`config.mk`:
```
export PLATFORM = sky130hd
export DESIGN_NAME = pc_redirect_unit_flat
export DESIGN_NICKNAME = d
export VERILOG_FILES = /design/src/rtl/pc_redirect_unit_pkg.sv /design/src/rtl/pc_redirect_unit_if.sv /design/src/rtl/pc_redirect_unit_prio_enc_n.sv /design/src/rtl/pc_redirect_unit.sv /design/src/flat_wrapper.sv
export SDC_FILE = /design/constraint.sdc
export NUM_CORES = 1
export LEC_CHECK = 0
export CAP_MARGIN = 20
export CORE_ASPECT_RATIO = 1.1
export CORE_MARGIN = 2
export CORE_UTILIZATION = 50
export DETAILED_ROUTE_END_ITERATION = 8
export PLACE_DENSITY = 0.84
export SLEW_MARGIN = 20
export SYNTH_ARGS = -nofsm -noshare
export SYNTH_HDL_FRONTEND = slang
export SYNTH_SLANG_ARGS = --single-unit
export TNS_END_PERCENT = 50
```
`constraint.sdc`:
```
create_clock -name clk -period 5.9 [get_ports clk]
set_input_delay 1.18 -clock clk [delete_from_list [all_inputs] [get_ports clk]]
set_output_delay 1.18 -clock clk [all_outputs]
set_load 0.01 [all_outputs]
```
`src/rtl/pc_redirect_unit_pkg.sv`:
```
// pc_redirect_unit_pkg: shared state type and index-width helper for the PC redirect unit
package pc_redirect_unit_pkg;
  typedef enum logic {RUN, HOLD} state_t;
  function automatic int idx_w(input int n);
    return (n <= 1) ? 1 : $clog2(n);
  endfunction
endpackage

```
`src/rtl/pc_redirect_unit_if.sv`:
```
// pc_redirect_unit_if: fetch/redirect bus (stall, req, target in; pc, flush, pend, last_src, redirect_cnt out)
interface pc_redirect_unit_if
  import pc_redirect_unit_pkg::*;
#(
  parameter int WIDTH = 32,
  parameter int NSRC  = 4,
  parameter int CNT_W = 16
);
  localparam int SW = idx_w(NSRC);
  logic                  stall;
  logic [NSRC-1:0]       req;
  logic [NSRC*WIDTH-1:0] target;
  logic [WIDTH-1:0]      pc;
  logic                  flush;
  logic                  pend;
  logic [SW-1:0]         last_src;
  logic [CNT_W-1:0]      redirect_cnt;
  modport master (output stall, req, target, input pc, flush, pend, last_src, redirect_cnt);
  modport slave  (input stall, req, target, output pc, flush, pend, last_src, redirect_cnt);
endinterface

```
`src/rtl/pc_redirect_unit_prio_enc_n.sv`:
```
// prio_enc_n: fixed-priority encoder (req in; idx of lowest set bit, valid out)
module prio_enc_n
  import pc_redirect_unit_pkg::*;
#(
  parameter int N = 4
) (
  input  logic [N-1:0]         req,
  output logic [idx_w(N)-1:0]  idx,
  output logic                 valid
);
  localparam int W = idx_w(N);
  always_comb begin
    idx = '0;
    for (int i = N - 1; i >= 0; i--) if (req[i]) idx = W'(i);
  end
  assign valid = |req;
endmodule

```
`src/rtl/pc_redirect_unit.sv`:
```
// pc_redirect_unit: registered PC with prioritised redirects, stall hold, flush pulse and redirect count (clk, reset, bus)
module pc_redirect_unit
  import pc_redirect_unit_pkg::*;
#(
  parameter int              WIDTH    = 32,
  parameter int              NSRC     = 4,
  parameter int              INCR     = 2,
  parameter logic [WIDTH-1:0] RESET_PC = '0,
  parameter int              CNT_W    = 16
) (
  input logic              clk,
  input logic              reset,
  pc_redirect_unit_if.slave bus
);
  localparam int SW = idx_w(NSRC);
  state_t           state;
  logic [WIDTH-1:0] hold_tgt, win_tgt, tgt_ch;
  logic [SW-1:0]    hold_src, win, src_ch;
  logic             any, upd, apply;
  prio_enc_n #(.N(NSRC)) u_enc (.req(bus.req), .idx(win), .valid(any));
  assign win_tgt = bus.target[win*WIDTH +: WIDTH];
  assign upd     = any && (state == RUN || win < hold_src);
  assign apply   = !bus.stall && (state == HOLD || any);
  assign src_ch  = (state == HOLD && !upd) ? hold_src : win;
  assign tgt_ch  = (state == HOLD && !upd) ? hold_tgt : win_tgt;
  always_ff @(posedge clk) begin
    if (reset) begin
      state            <= RUN;
      bus.pc           <= RESET_PC;
      bus.flush        <= 1'b0;
      bus.pend         <= 1'b0;
      bus.last_src     <= '0;
      bus.redirect_cnt <= '0;
      hold_tgt         <= '0;
      hold_src         <= '0;
    end else begin
      bus.flush <= apply;
      if (apply) begin
        bus.pc           <= tgt_ch;
        bus.last_src     <= src_ch;
        bus.redirect_cnt <= (&bus.redirect_cnt) ? bus.redirect_cnt : bus.redirect_cnt + 1'b1;
        bus.pend         <= 1'b0;
        state            <= RUN;
      end else if (!bus.stall) begin
        bus.pc <= bus.pc + WIDTH'(INCR);
      end
      if (bus.stall && upd) begin
        hold_tgt <= win_tgt;
        hold_src <= win;
        bus.pend <= 1'b1;
        state    <= HOLD;
      end
    end
  end
endmodule

```
`src/flat_wrapper.sv`:
```
// flat-port wrapper written by rule: the top's interface ports become plain ports
module pc_redirect_unit_flat import pc_redirect_unit_pkg::*;
#(
  parameter int              WIDTH    = 32,
  parameter int              NSRC     = 4,
  parameter int              INCR     = 2,
  parameter logic [WIDTH-1:0] RESET_PC = '0,
  parameter int              CNT_W    = 16
)
  (clk, reset, bus_stall, bus_req, bus_target, bus_pc, bus_flush, bus_pend, bus_last_src, bus_redirect_cnt);
  pc_redirect_unit_if #(.WIDTH(WIDTH), .NSRC(NSRC), .CNT_W(CNT_W)) bus_i ();
  input logic clk;
  input logic reset;
  input wire logic [$bits(bus_i.stall)-1:0] bus_stall;
  input wire logic [$bits(bus_i.req)-1:0] bus_req;
  input wire logic [$bits(bus_i.target)-1:0] bus_target;
  output wire logic [$bits(bus_i.pc)-1:0] bus_pc;
  output wire logic [$bits(bus_i.flush)-1:0] bus_flush;
  output wire logic [$bits(bus_i.pend)-1:0] bus_pend;
  output wire logic [$bits(bus_i.last_src)-1:0] bus_last_src;
  output wire logic [$bits(bus_i.redirect_cnt)-1:0] bus_redirect_cnt;
  assign bus_i.stall = bus_stall;
  assign bus_i.req = bus_req;
  assign bus_i.target = bus_target;
  assign bus_pc = bus_i.pc;
  assign bus_flush = bus_i.flush;
  assign bus_pend = bus_i.pend;
  assign bus_last_src = bus_i.last_src;
  assign bus_redirect_cnt = bus_i.redirect_cnt;
  pc_redirect_unit #(.WIDTH(WIDTH), .NSRC(NSRC), .INCR(INCR), .RESET_PC(RESET_PC), .CNT_W(CNT_W)) u_core (.clk(clk), .reset(reset), .bus(bus_i));
endmodule
```
==> run summary <==
Run status
• status: completed

Floorplanning
• starting density of the core: 51.6%
• Die Width: 103 um
• chip height: 113 um
• floorplan die area: 11600 um^2
• I/O Pins: 187
• core area: 10400 um^2
• Std-Cell Rows: 39

GRT
• overall routing resource usage: 31.7%
• initial antenna violation count: 0
• total global routing overflow: 0
• via count of the first global-routing pass: 5778
• maximum number of pins on one net before global-route repair: 77
• first-pass GRT wire length: 29.2 mm

Synthesis
• number of enable-type register cells in the synthesized netlist: 0
• Synth Area in Compound Gates: 25.3%
• average cell area after synthesis: 7.67 um^2
• post-synthesis simple-gate area fraction: 22.7%
• post-synthesis sequential area ratio: 32.0%
• post-synth cell types: 63
• combinational family with the most area after synthesis: compound AO/OA/AOI/OAI gates
• number of instances in the synthesized netlist: 702
• Synth Area in XOR/XNOR: 1.95%
• total standard cell area after synthesis: 5390 um^2
• predominant post-synthesis flop cell: dfxtp_1
• share of synthesized cell area in full adder, half adder and majority cells: 0.697%
• number of nets in the synthesized netlist: 840
• synthesized flop and latch total: 86
• Yosys Warn Count: 0
• async set-or-reset flop fraction in the synthesized netlist: 0%
• mux share of post-synthesis cell area: 12.3%

Clocking
• htree depth: 3
• clock tree buffer depth: 2
• clock-pin slew reported for the worst setup and hold paths after clock tree synthesis: 70 ps
• total of hold buffers inserted after clock tree synthesis: 0
• CTS tree: built
• clock latency reported for the late side of the worst-skew pair: 350 ps
• Num Clock Sinks: 86
• count of instances resized after the clock tree is built: 0
• clock root buffer: clkbuf_16
• CTS Buf Count: 9
• post-CTS setup buffer count: 0

Routing
• Antenna Nets Post-Route: 0
• initial detailed-routing violation count: 655
• average detailed-routed wire length per instance: 18.4 um
• via count: 6248
• number of DRC violations after detailed routing: 0
• via/cell ratio: 6.17
• post-detailed-routing wire length: 18.7 mm
• first-pass detailed-route iteration total: 6

Worst setup path
• Register-to-Register Setup Slack: 3210 ps
• critical path fanouts, max: 23
• launching element type of the critical path: input pin
• sort of element at the end of the critical path: register
• endpoint of the most critical register-to-register path: u_core.bus.pc[30]
• CP arrival: 4540 ps
• path depth of the worst reg2reg path: 6
• beginning of the worst register-to-register path: u_core.bus.pc[12]
• data required time of the critical path: 6100 ps
• type of the worst setup path: in2reg

Place
• Port-buffer cells: 186
• Post-DP HPWL: 14.2 mm
• global placer's final weighted congestion: 0.925

Final layout
• antenna diode count: 0
• post-layout net count: 1003
• Post-Route Utilization: 73.5%
• Area Growth Syn to Fin: 42.5%
• fraction of final layout cells sized beyond drive strength 1: 5.63%

Timing
• post-route clock skew: 6.38 ps
• Final Hold Violating Endpoints: 0
• Max Transition Viols Final: 0
• # setup viols final: 0
• unrepaired setup endpoints after global routing: false
• ratio of final minimum period to clock period: 73.5%
• max frequency: 231 MHz
• Tightest Pin Transition: 841 ps
• Sum Neg Setup Slack: 0 ps
• worst relative slew slack: 43.5%
• Worst Hold Slack: 452 ps
• time the final worst path needs with I/O delays and setup: 4340 ps

Min path
• launch point of the worst hold path: u_core.hold_tgt[22]
• hold-critical path endpoint: u_core.hold_tgt[22]
• number of instances on the worst hold path: 2
• Min-Delay Path Class: reg2reg

Pwr
• total power per unit cell area: 220 nW/um^2
• Max VDD drop: 0.122 mV
• LEAKAGE: 2.70 nW

Run
• Max Cap Violations: 0

[registers in the layout, summed over array words and instances, names as in the netlist]
signal and count:
u_core.hold_tgt 32, u_core.bus.flush 1, u_core.bus.redirect_cnt 16, u_core.bus.pend 1
u_core.hold_src 2, u_core.bus.last_src 2, u_core.bus.pc 32
[critical path, cell delays in order]
cell,delay [ps]
clkdlybuf4s50_1,790
or3_1,610
inv_2,90
ha_1,130
o311ai_2,160
a21oi_2,520
buf_4,360
nor2_1,170
a32oi_1,390
a21oi_1,110
[placed cells by master, fill, tap and decap left out, drive strengths merged, types with 9 or more instances in the layout]
cell type,n
clkdlybuf4s50,185
nand2,99
dfxtp,86
a21oi,82
mux2i,65
nor2,51
nand3,31
o21ai,28
inv,23
nor3,19
a31oi,15
buf,15
xnor2,10
o221ai,9
clkbuf,9
[cell families (layout without fill, tap and decap cells)]
family	after synthesis	in the layout
XOR/XNOR	12	12
buffers and inverters	69	237
flip-flops	86	86
multiplexers	66	66
adder cells (fa/ha/maj)	3	3
AND/OR/NAND/NOR	257	257
AO/OA/AOI/OAI	209	209
[per-stage QoR]
step                cells  setup slack (ps)  power (mW)  instance area [um^2]
floorplan             702              2090       0.859                  5390
global placement      997              1380        1.05                  7340
detailed placement    997              1300        1.06                  7340
CTS                  1013              1650        1.68                  7670
global route         1013              1360        1.75                  7670
finish               1013              1560        1.69                  7670
[power by group]
| part | switching [mW] | internal [mW] | total (mW) |
|---|---|---|---|
| Sequential | 0.0424 | 0.619 | 0.662 |
| Clock | 0.259 | 0.378 | 0.637 |
| Combinational | 0.189 | 0.201 | 0.390 |
| Total | 0.491 | 1.20 | 1.69 |
[per-layer routing]
| metal | track usage [%] | share of wire (%) | up-vias |
|---|---|---|---|
| met5 | 0 | 0 | - |
| met4 | 10.1 | 2.5 | 0 |
| met3 | 7.16 | 8.9 | 48 |
| met2 | 53.0 | 49 | 361 |
| met1 | 40.2 | 40 | 2915 |
| li1 | - | - | 2924 |
[cell type report]
cell class / instances / area [um^2]
clock buffer: 9 / 225
clock inverter: 7 / 106
fill: 857 / 2770
inverter: 21 / 78.8
multi-input combinational: 547 / 3400
sequential: 86 / 1720
tap: 143 / 179
timing repair buffer: 200 / 1960
[cell usage after synthesis (all sizes together) (9+ instances only)]
library cell / n / area, um^2
a21oi: 82 / 414
mux2i: 65 / 651
nand2: 99 / 372
xnor2: 10 / 87.6
o21ai: 28 / 140
nand3: 31 / 160
inv: 21 / 78.8
o221ai: 9 / 78.8
dfxtp: 86 / 1720
a31oi: 15 / 93.8
buf: 13 / 66.3
clkbuf: 35 / 131
nor2: 51 / 191
nor3: 19 / 95.1
[worst max-delay path by stage]
stage                          end  startpoint  cells after the start  slack, ps
3_5_place_dp     u_core.bus.pc[29]  bus_req[1]                     10       1300
3_3_place_gp     u_core.bus.pc[29]  bus_req[1]                     10       1380
5_1_grt          u_core.bus.pc[29]  bus_req[1]                     10       1360
2_1_floorplan  u_core.hold_tgt[30]  bus_req[1]                     11       2090
6_report         u_core.bus.pc[17]  bus_req[1]                     10       1560
4_1_cts          u_core.bus.pc[29]  bus_req[1]                     10       1650
No activity file was read; power rests on OpenSTA's default activity.
